$ cat config.mk
export PLATFORM = sky130hd
export DESIGN_NAME = div_seq_ctrl_flat
export DESIGN_NICKNAME = d
export VERILOG_FILES = /design/src/rtl/div_seq_ctrl_pkg.sv /design/src/rtl/div_seq_ctrl_if.sv /design/src/rtl/div_seq_ctrl_operand_prep.sv /design/src/rtl/div_seq_ctrl.sv /design/src/flat_wrapper.sv
export SDC_FILE = /design/constraint.sdc
export NUM_CORES = 1
export LEC_CHECK = 0
export CORE_AREA = 10 10 182 184
export CTS_BUF_LIST = sky130_fd_sc_hd__clkbuf_8
export DETAILED_ROUTE_END_ITERATION = 6
export DIE_AREA = 0 0 192 194
export DONT_BUFFER_PORTS = 1
export GPL_TIMING_DRIVEN = 0
export SYNTH_ARGS = -nofsm -noshare
export SYNTH_HDL_FRONTEND = slang
export SYNTH_SLANG_ARGS = --single-unit
$ cat constraint.sdc
create_clock -name clock -period 3.25 [get_ports clock]
set_input_delay 0.1625 -clock clock [delete_from_list [all_inputs] [get_ports clock]]
set_output_delay 0.1625 -clock clock [all_outputs]
set_load 0.02 [all_outputs]
$ cat src/rtl/div_seq_ctrl_pkg.sv
// Shared definitions for the divider sequencing controller: op-bit positions and FSM states.
package div_seq_ctrl_pkg;

    // req_op_i = {word, rem, unsigned}
    localparam int DIVOP_W    = 3;
    localparam int DIVOP_WORD = 2;
    localparam int DIVOP_REM  = 1;
    localparam int DIVOP_UNS  = 0;

    typedef enum logic [2:0] {
        DIV_IDLE  = 3'd0,
        DIV_START = 3'd1,
        DIV_BUSY  = 3'd2,
        DIV_DONE  = 3'd3,
        DIV_DRAIN = 3'd4
    } div_state_e;

endpackage

$ cat src/rtl/div_seq_ctrl_if.sv
// EX-side request/response handshake of the divider controller; names are from the controller's view.
interface div_seq_ctrl_if
    import div_seq_ctrl_pkg::*;
#(
    parameter int XLEN = 64
);
    logic               req_valid_i;
    logic               req_ready_o;
    logic [DIVOP_W-1:0] req_op_i;
    logic [XLEN-1:0]    req_a_i;
    logic [XLEN-1:0]    req_b_i;
    logic               flush_i;
    logic               resp_valid_o;
    logic               resp_ready_i;
    logic [XLEN-1:0]    resp_data_o;
    logic               stall_o;

    modport slave (
        input  req_valid_i, req_op_i, req_a_i, req_b_i, flush_i, resp_ready_i,
        output req_ready_o, resp_valid_o, resp_data_o, stall_o
    );

    modport master (
        output req_valid_i, req_op_i, req_a_i, req_b_i, flush_i, resp_ready_i,
        input  req_ready_o, resp_valid_o, resp_data_o, stall_o
    );
endinterface

$ cat src/rtl/div_seq_ctrl_operand_prep.sv
// Combinational operand conditioning: W-op extension plus divide-by-zero and signed-overflow detection.
module div_operand_prep
    import div_seq_ctrl_pkg::*;
#(
    parameter int XLEN = 64
) (
    input  logic [DIVOP_W-1:0] i_op,
    input  logic [XLEN-1:0]    i_a,
    input  logic [XLEN-1:0]    i_b,
    output logic [XLEN-1:0]    o_a,
    output logic [XLEN-1:0]    o_b,
    output logic               o_zero,
    output logic               o_ovf
);
    // Most negative value at full width, and the 32-bit one as it looks after sign extension
    localparam logic [XLEN-1:0] MIN_X = {1'b1, {(XLEN-1){1'b0}}};
    localparam logic [XLEN-1:0] MIN_W = {{(XLEN-31){1'b1}}, {31{1'b0}}};

    logic            w_word;
    logic            w_uns;
    logic [XLEN-1:0] w_min;

    assign w_word = i_op[DIVOP_WORD];
    assign w_uns  = i_op[DIVOP_UNS];
    assign w_min  = w_word ? MIN_W : MIN_X;

    always_comb begin
        o_a = i_a;
        o_b = i_b;
        if (w_word) begin
            o_a = w_uns ? {{(XLEN-32){1'b0}}, i_a[31:0]} : {{(XLEN-32){i_a[31]}}, i_a[31:0]};
            o_b = w_uns ? {{(XLEN-32){1'b0}}, i_b[31:0]} : {{(XLEN-32){i_b[31]}}, i_b[31:0]};
        end
    end

    assign o_zero = (o_b == '0);
    assign o_ovf  = ~w_uns & (o_a == w_min) & (o_b == '1);
endmodule

$ cat src/rtl/div_seq_ctrl.sv
// Sequencer in front of the shared SRT4 divider: accepts one EX request, short-circuits
// special cases, starts the core, and holds the result until EX takes it.
module div_seq_ctrl
    import div_seq_ctrl_pkg::*;
#(
    parameter int XLEN    = 64,
    parameter int TIMEOUT = 80
) (
    input  logic            clock,
    input  logic            reset,
    div_seq_ctrl_if.slave   ex,
    output logic            core_start_o,
    output logic            core_signed_o,
    output logic [XLEN-1:0] core_a_o,
    output logic [XLEN-1:0] core_b_o,
    input  logic            core_done_i,
    input  logic [XLEN-1:0] core_q_i,
    input  logic [XLEN-1:0] core_r_i,
    output logic            timeout_o
);
    localparam int CW = $clog2(TIMEOUT + 1);

    div_state_e      r_state;
    logic [XLEN-1:0] r_a, r_b, r_data;
    logic            r_word, r_rem, r_uns;
    logic            r_start, r_valid, r_tmo;
    logic [CW-1:0]   r_cnt;

    logic [XLEN-1:0] w_a, w_b, w_spec_res, w_core_res;
    logic            w_zero, w_ovf, w_idle, w_accept, w_tmo_hit, w_busy;

    div_operand_prep #(.XLEN(XLEN)) u_prep (
        .i_op  (ex.req_op_i),
        .i_a   (ex.req_a_i),
        .i_b   (ex.req_b_i),
        .o_a   (w_a),
        .o_b   (w_b),
        .o_zero(w_zero),
        .o_ovf (w_ovf)
    );

    function automatic logic [XLEN-1:0] fix_w(input logic word, input logic [XLEN-1:0] x);
        return word ? {{(XLEN-32){x[31]}}, x[31:0]} : x;
    endfunction

    assign w_idle     = (r_state == DIV_IDLE);
    assign w_accept   = ex.req_valid_i & w_idle & ~ex.flush_i;
    // >= so a flush landing on the last BUSY cycle still lets DRAIN time out
    assign w_tmo_hit  = (r_cnt >= CW'(TIMEOUT - 1));
    assign w_core_res = r_rem ? core_r_i : core_q_i;
    assign w_spec_res = w_zero ? (ex.req_op_i[DIVOP_REM] ? w_a : '1)
                               : (ex.req_op_i[DIVOP_REM] ? '0 : w_a);

    always_ff @(posedge clock) begin
        if (reset) begin
            r_state <= DIV_IDLE;
            r_a     <= '0;
            r_b     <= '0;
            r_data  <= '0;
            r_word  <= 1'b0;
            r_rem   <= 1'b0;
            r_uns   <= 1'b0;
            r_start <= 1'b0;
            r_valid <= 1'b0;
            r_tmo   <= 1'b0;
            r_cnt   <= '0;
        end else begin
            r_start <= 1'b0;
            case (r_state)
                DIV_IDLE: if (w_accept) begin
                    r_a    <= w_a;
                    r_b    <= w_b;
                    r_word <= ex.req_op_i[DIVOP_WORD];
                    r_rem  <= ex.req_op_i[DIVOP_REM];
                    r_uns  <= ex.req_op_i[DIVOP_UNS];
                    if (w_zero | w_ovf) begin
                        r_data  <= fix_w(ex.req_op_i[DIVOP_WORD], w_spec_res);
                        r_valid <= 1'b1;
                        r_state <= DIV_DONE;
                    end else begin
                        r_start <= 1'b1;
                        r_state <= DIV_START;
                    end
                end
                DIV_START: begin
                    r_cnt   <= '0;
                    r_state <= ex.flush_i ? DIV_IDLE : DIV_BUSY;
                end
                DIV_BUSY: begin
                    r_cnt <= r_cnt + CW'(1);
                    if (ex.flush_i) begin
                        r_state <= core_done_i ? DIV_IDLE : DIV_DRAIN;
                    end else if (core_done_i) begin
                        r_data  <= fix_w(r_word, w_core_res);
                        r_valid <= 1'b1;
                        r_state <= DIV_DONE;
                    end else if (w_tmo_hit) begin
                        r_tmo   <= 1'b1;
                        r_data  <= '0;
                        r_valid <= 1'b1;
                        r_state <= DIV_DONE;
                    end
                end
                DIV_DRAIN: begin
                    r_cnt <= r_cnt + CW'(1);
                    if (core_done_i | w_tmo_hit) begin
                        if (!core_done_i) r_tmo <= 1'b1;
                        r_state <= DIV_IDLE;
                    end
                end
                DIV_DONE: if (ex.resp_ready_i | ex.flush_i) begin
                    r_valid <= 1'b0;
                    r_state <= DIV_IDLE;
                end
                default: r_state <= DIV_IDLE;
            endcase
        end
    end

    assign w_busy = (r_state == DIV_START) | (r_state == DIV_BUSY) | (r_state == DIV_DRAIN);

    assign ex.req_ready_o  = w_idle;
    assign ex.resp_valid_o = r_valid;
    assign ex.resp_data_o  = r_data;
    assign ex.stall_o      = (ex.req_valid_i & ~w_idle) | w_busy
                           | ((r_state == DIV_DONE) & ~ex.resp_ready_i);

    // A flush during START must keep the core from ever seeing the pulse
    assign core_start_o  = r_start & ~ex.flush_i;
    assign core_signed_o = ~r_uns;
    assign core_a_o      = r_a;
    assign core_b_o      = r_b;
    assign timeout_o     = r_tmo;
endmodule

$ cat src/flat_wrapper.sv
// flat-port wrapper written by rule: the top's interface ports become plain ports
module div_seq_ctrl_flat import div_seq_ctrl_pkg::*;
#(
    parameter int XLEN    = 64,
    parameter int TIMEOUT = 80
)
  (clock, reset, core_start_o, core_signed_o, core_a_o, core_b_o, core_done_i, core_q_i, core_r_i, timeout_o, ex_req_valid_i, ex_req_op_i, ex_req_a_i, ex_req_b_i, ex_flush_i, ex_resp_ready_i, ex_req_ready_o, ex_resp_valid_o, ex_resp_data_o, ex_stall_o);
  div_seq_ctrl_if #(.XLEN(XLEN)) ex_i ();
  input  logic clock;
  input  logic reset;
  output logic core_start_o;
  output logic core_signed_o;
  output logic [XLEN-1:0] core_a_o;
  output logic [XLEN-1:0] core_b_o;
  input  logic core_done_i;
  input  logic [XLEN-1:0] core_q_i;
  input  logic [XLEN-1:0] core_r_i;
  output logic timeout_o;
  input wire logic [$bits(ex_i.req_valid_i)-1:0] ex_req_valid_i;
  input wire logic [$bits(ex_i.req_op_i)-1:0] ex_req_op_i;
  input wire logic [$bits(ex_i.req_a_i)-1:0] ex_req_a_i;
  input wire logic [$bits(ex_i.req_b_i)-1:0] ex_req_b_i;
  input wire logic [$bits(ex_i.flush_i)-1:0] ex_flush_i;
  input wire logic [$bits(ex_i.resp_ready_i)-1:0] ex_resp_ready_i;
  output wire logic [$bits(ex_i.req_ready_o)-1:0] ex_req_ready_o;
  output wire logic [$bits(ex_i.resp_valid_o)-1:0] ex_resp_valid_o;
  output wire logic [$bits(ex_i.resp_data_o)-1:0] ex_resp_data_o;
  output wire logic [$bits(ex_i.stall_o)-1:0] ex_stall_o;
  assign ex_i.req_valid_i = ex_req_valid_i;
  assign ex_i.req_op_i = ex_req_op_i;
  assign ex_i.req_a_i = ex_req_a_i;
  assign ex_i.req_b_i = ex_req_b_i;
  assign ex_i.flush_i = ex_flush_i;
  assign ex_i.resp_ready_i = ex_resp_ready_i;
  assign ex_req_ready_o = ex_i.req_ready_o;
  assign ex_resp_valid_o = ex_i.resp_valid_o;
  assign ex_resp_data_o = ex_i.resp_data_o;
  assign ex_stall_o = ex_i.stall_o;
  div_seq_ctrl #(.XLEN(XLEN), .TIMEOUT(TIMEOUT)) u_core (.clock(clock), .reset(reset), .ex(ex_i), .core_start_o(core_start_o), .core_signed_o(core_signed_o), .core_a_o(core_a_o), .core_b_o(core_b_o), .core_done_i(core_done_i), .core_q_i(core_q_i), .core_r_i(core_r_i), .timeout_o(timeout_o));
endmodule
== Word-level counts from Yosys, hierarchy flattened ==
Cells that the tools add are included.

* Muxes and demuxes: 41
* Reductions and logical operators: 13
* $add $sub $neg: 1
* Order comparisons: 1
* Eq/ne operators: 16
* Bitwise gates (word level): 20

{| class="wikitable"
|+ Operator list
! kind !! count
|-
| 64-bit 2-to-1 mux || 15
|-
| 64-bit one-hot mux with 2 select lines || 1
|-
| 64-bit equality test || 1
|-
| 64-bit equality test, second input constant || 1
|-
| 64-bit logical NOT || 1
|-
| 63-bit 2-to-1 mux || 1
|-
| 3-bit 2-to-1 mux || 7
|-
| 3-bit one-hot mux with 5 select lines || 1
|-
| 7-bit one-hot mux with 2 select lines || 1
|-
| 6-bit AND reduction || 2
|-
| 1-bit 2-to-1 mux || 11
|-
| 2-bit inequality test, second input constant || 5
|-
| 7-bit by 1-bit adder with 7-bit output, second input constant || 1
|-
| 1-bit AND || 7
|-
| 7-bit >= comparator, second input constant || 1
|-
| 1-bit bitwise OR || 7
|-
| 3-bit by 2-bit equality test with 1-bit output, second input constant || 2
|-
| 2-bit by 1-bit inequality test with 1-bit output, second input constant || 3
|-
| 1-bit inverter || 6
|-
| 2-bit nonzero test || 3
|-
| 5-bit AND reduction || 1
|-
| 2-bit 2-to-1 mux || 2
|-
| 4-bit by 3-bit inequality test with 1-bit output, second input constant || 1
|-
| 4-bit AND reduction || 1
|-
| other kinds (10) || 10
|}

* Output and inout bits: 198
* Register bits: 208
* Input port bits: 265
* Logic and storage cells: 103

== Longest topological paths before layout ==
* Depth in word-level cells: 9
* Mapped depth: 10
* Gate-level depth less buffers: 8

== By module ==
Synthesis repeated with hierarchy kept, for this count alone.

* Cell total of the unflattened synthesis: 1685
* Area, all modules: 12982.5 µm²

{| class="wikitable"
|+ By module, submodules not included
! module !! cells each !! area each (µm²) !! instances
|-
| div_seq_ctrl || 1405 || 11294.6 || 1
|-
| div_operand_prep || 280 || 1687.9 || 1
|}

== Worst setup path after synthesis ==
No wires, ideal clock.

* Path type: input port to flip-flop
* From: input port ex_req_b_i[61]
* To: register u_core.r_data[0], in the netlist u_core.ex.resp_data_o[0]
* Path buffers: 2
* Cell stages on the path: 9
* Path slack: 0.883 ns
* Data arrival time: 2.280 ns
* Cells stage by stage: nand4_1 > or4_1 > o41ai_2 > o221ai_1 > or3_4 > and2_4 > buf_12 > buf_12 > a221oi_2

* Cells in the longest elaborated chain, start to end: 7
* Elaborated cells on any way between the ends: 12

{| class="wikitable"
|+ RTL lines
! item !! RTL line !! RTL
|-
| start, declared || flat_wrapper.sv:22 || <nowiki>input wire logic [$bits(ex_i.req_b_i)-1:0] ex_req_b_i;</nowiki>
|-
| 64-bit 2-to-1 mux (*) || div_seq_ctrl_operand_prep.sv:30 || <nowiki>if (w_word) begin</nowiki>
|-
| 64-bit logical NOT || div_seq_ctrl_operand_prep.sv:36 || <nowiki>assign o_zero = (o_b == '0);</nowiki>
|-
| 64-bit 2-to-1 mux || div_seq_ctrl.sv:51 || <nowiki>assign w_spec_res = w_zero ? (ex.req_op_i[DIVOP_REM] ? w_a : '1)</nowiki>
|-
| 64-bit 2-to-1 mux || div_seq_ctrl.sv:43 || <nowiki>return word ? {{(XLEN-32){x[31]}}, x[31:0]} : x;</nowiki>
|-
| 64-bit 2-to-1 mux || div_seq_ctrl.sv:76 || <nowiki>if (w_zero | w_ovf) begin</nowiki>
|-
| 64-bit 2-to-1 mux || div_seq_ctrl.sv:70 || <nowiki>DIV_IDLE: if (w_accept) begin</nowiki>
|-
| 64-bit one-hot mux with 2 select lines || div_seq_ctrl.sv:69 || <nowiki>case (r_state)</nowiki>
|-
| end signal, assigned || div_seq_ctrl.sv:77 || <nowiki>r_data <= fix_w(ex.req_op_i[DIVOP_WORD], w_spec_res);</nowiki>
|-
| end signal, assigned || div_seq_ctrl.sv:94 || <nowiki>r_data <= fix_w(r_word, w_core_res);</nowiki>
|-
| end, declared || div_seq_ctrl.sv:24 || <nowiki>logic [XLEN-1:0] r_a, r_b, r_data;</nowiki>
|}

Every way passes the cells marked *; elsewhere a longest branch is shown, timed or not. The select of a mux whose other input is x is not followed.
A chain may end at the register's enable or synchronous reset.

== Final worst setup path ==
* From: register u_core.r_state[1]
* To: register u_core.r_a[22], in the netlist u_core.core_a_o[22]

* Cells in the longest elaborated chain, start to end: 4

{| class="wikitable"
|+ RTL lines
! item !! RTL line !! RTL
|-
| start, declared || div_seq_ctrl.sv:23 || <nowiki>div_state_e r_state;</nowiki>
|-
| start signal, assigned || div_seq_ctrl.sv:87 || <nowiki>r_state <= ex.flush_i ? DIV_IDLE : DIV_BUSY;</nowiki>
|-
| start signal, assigned || div_seq_ctrl.sv:92 || <nowiki>r_state <= core_done_i ? DIV_IDLE : DIV_DRAIN;</nowiki>
|-
| 3-bit logical NOT (*) || div_seq_ctrl.sv:46 || <nowiki>assign w_idle = (r_state == DIV_IDLE);</nowiki>
|-
| named net ex_req_ready_o || flat_wrapper.sv:25 || <nowiki>output wire logic [$bits(ex_i.req_ready_o)-1:0] ex_req_ready_o;</nowiki>
|-
| 1-bit AND (2 in a row) || div_seq_ctrl.sv:47 || <nowiki>assign w_accept = ex.req_valid_i & w_idle & ~ex.flush_i;</nowiki>
|-
| 2-bit AND reduction (no line) (*) || n/a ||
|-
| end signal, assigned || div_seq_ctrl.sv:71 || <nowiki>r_a <= w_a;</nowiki>
|-
| end, declared || div_seq_ctrl.sv:24 ||
|}

The timed path passes the listed nets; every way through them passes the cells marked *.

==> results.toml <==
[outcome]
status = "finished clean"

[yosys]
synth_warnings = 0
ys_seq_area_frac = 0.397
syn_inst = 1264
synthDominantCellAreaShare = 0.397
synth_area_um2 = 10500
synth_area_leaders = "dfxtp_1, a221oi_2, nand2_1"
synth_nets = 1530
synth_seq_cells = 208
synth_top_area_cell = "dfxtp_1"
synth_commonest_cells = "dfxtp_1, nand2_1, nor2_1"
synth.most_common_cell = "dfxtp_1"
synth_area_per_cell_um2 = 8.30
synthFlopType = "dfxtp_1"
ys_types = 54
synth_edf_count = 0
synthArstFlopShare = 0

[placement]
pre_cts_slack_ns = -0.0647
port_buffers = 0
hpwl_mm = 38.6
place_congestion = 0.953
place_area_um2 = 11000
dp_cells = 1654

[global_route]
grt_pass1_wl_mm = 75.4
antenna_found_initial = 1
grt_max_degree = 11
grt_overflow = 0
gr-usage-all-layers = 0.263
grt_pass1_vias = 11200

[sta]
period_share = 0.930
setup_viol = 0
slew_violations = 0
tns_ns = 0
hold_slack_ns = 0.0626
relSlewSlack = 0.460
fmax_ghz = 0.331
fin_ws_ns = 0.226
rsz0062_at_grt = "no"
skew_ns = 0.0223
period_needed_ns = 3.02
hold_viol_final = 0
worst_pin_slew_ns = 0.810

[routing]
wl_per_cell_um = 27.9
firstDrtPassIters = 6
ant_nets = 0
vias = 11200
drt_first_iter_violations = 866
vias_per_cell = 6.01
drcViolationCount = 0
drt_wl_total_mm = 51.9

[clock_network]
clock_sinks = 208
path_clk_slew_ns = 0.07
root_buffer = "clkbuf_8"
clkLatencyLatePin_ns = 0.54
cts_buffers = 39
cts_buffer_depth = 3
post_cts_buffers = 0
htree_levels = 2
cts_tree = "done"

[final_layout]
drive_gt1_frac = 0.114
area_growth_syn_to_layout_pct = 26.4
final_cell_area_um2 = 13300
post-route-util = 0.451
instances_no_fill = 1860
num_antenna_cells = 0
nNetsFinal = 1706

[worst_setup_path]
start_kind = "flop"
r2r_slack_ns = 0.23
path_class = "flop to flop"
path_cells = "clkinv_1 -> nand2_1 -> nor2_1 -> nand2_1 -> clkbuf_1 -> buf_1 -> nand2_1 -> a21oi_1"
cp_common_cell = "nand2_1"
worstSetupEndpointType = "flop"
slowest_delay_ns = 0.48
critPathSlowestCell = "clkbuf_1"
crit_fanout = 10
crit_required_ns = 3.70
ff2ff_path_depth = 8
critPathArrivalTime_ns = 3.48

[floorplanning]
rows = 63
ios = 463
die_w_um = 192
die_area_um2 = 37200
die_h_um = 194
start_util = 0.357
core_um2 = 29400

[min_path]
whs_path_depth = 3
hold_class = "primary input to flop"

[pwr]
pwr_density_cell_nw_per_um2 = 603
seqPwrFrac = 0.417
power.share.combinational = 0.205
switchingPower_mw = 2.77
p_sw_frac = 0.347
power_frac_clock = 0.378
p_leak_nw = 4.38
ir_drop_v = 0.000291
total_power_mw = 8.00
power.internal_mw = 5.22

[job]
drv_cap = 0
## state kept, by name, indices dropped and copies added (netlist names)
| signal | count |
|---|---|
| u_core.r_start | 1 |
| u_core.r_uns | 1 |
| u_core.core_a_o | 64 |
| u_core.ex.resp_valid_o | 1 |
| u_core.r_state | 3 |
| u_core.timeout_o | 1 |
| u_core.r_rem | 1 |
| u_core.core_b_o | 64 |
| u_core.ex.resp_data_o | 64 |
| u_core.r_word | 1 |
| u_core.r_cnt | 7 |
## power groups by stage
stage          clock network [mW]  registers (mW)  logic (mW)
2_1_floorplan                   0            3.27        1.08
3_3_place_gp                    0            3.39        1.42
3_5_place_dp                    0            3.40        1.45
4_1_cts                      3.08            3.34        1.61
5_1_grt                      3.19            3.36        1.79
6_report                     3.02            3.33        1.64
## critical path, delay by kind of cell, from the launching register on
family | cells | cell delay (ns)
AO/OA/AOI/OAI | 1 | 0.17
buffers and inverters | 3 | 1.26
flip-flops | 1 | 0.44
AND/OR/NAND/NOR | 4 | 1.04
## cell type report
type                    count  area (um^2)
fillers                  2924        16200
multi-input cells         870         5520
flip-flops and latches    208         4160
repair buffers            135         1350
clock buffers              54          743
plain buffers             118          551
well taps                 390          488
inverters                  68          255
clock inverters            17          184
## cell usage in the layout (no fill, tap or decap), types with 3 or more instances in the layout
cell	netlist	layout
o22ai_1	4	4
a221oi_2	50	50
o221ai_1	3	3
nor2b_1	38	38
or2_2	3	3
buf_1	9	9
or4_1	3	3
o211ai_1	3	3
nor2_1	120	120
a21oi_1	109	109
nand4b_1	4	4
a221oi_1	13	13
dlygate4sd3_1	0	134
a22oi_1	33	33
nand3_1	6	6
and3_1	4	4
buf_2	7	7
a311oi_1	64	64
clkinv_2	0	5
or2b_1	3	3
o21a_1	4	4
nand2b_1	63	63
a211oi_1	38	38
mux2_2	31	31
nand4_1	17	17
buf_12	6	6
nor4_1	31	31
clkbuf_8	0	54
nor3_1	4	4
inv_1	67	73
nand2_1	186	186
o21ai_0	6	6
dfxtp_1	208	208
bufinv_16	0	4
nor4b_1	4	4
clkbuf_1	96	95
## cells by family (layout without fill, tap and decap cells)
kind of cell | after synthesis | after routing | synth area share
AO/OA/AOI/OAI | 346 | 346 | 0.268
XOR/XNOR | 1 | 1 | 0.000835
adder cells (fa/ha/maj) | 1 | 1 | 0.00119
buffers and inverters | 186 | 392 | 0.0767
flip-flops | 208 | 208 | 0.397
multiplexers | 32 | 32 | 0.0342
AND/OR/NAND/NOR | 490 | 490 | 0.222
## layer usage
metal  GRT usage  vias up  wire length [um]
met3      0.0914      153              5690
met5           0        -                13
li1            -     4919                 -
met4      0.0867        2              1720
met2       0.445      721             25100
met1       0.300     5384             19300
## path summary, 6_finish.rpt
| path | startpoint | endpoint |
|---|---|---|
| max | u_core.r_state[1] | u_core.core_a_o[22] |
| min reg2reg | u_core.r_uns | u_core.r_uns |
| max reg2reg | u_core.r_state[1] | u_core.core_a_o[22] |
| min | ex_req_op_i[2] | u_core.r_start |
## timing repair
action                                 4_1_cts  5_1_grt
endpoints found under the hold margin      167        0
setup endpoints to repair                    0        1
gates resized for setup                      0        3
hold buffers                               134        0
(Power assumes the default switching activity.)
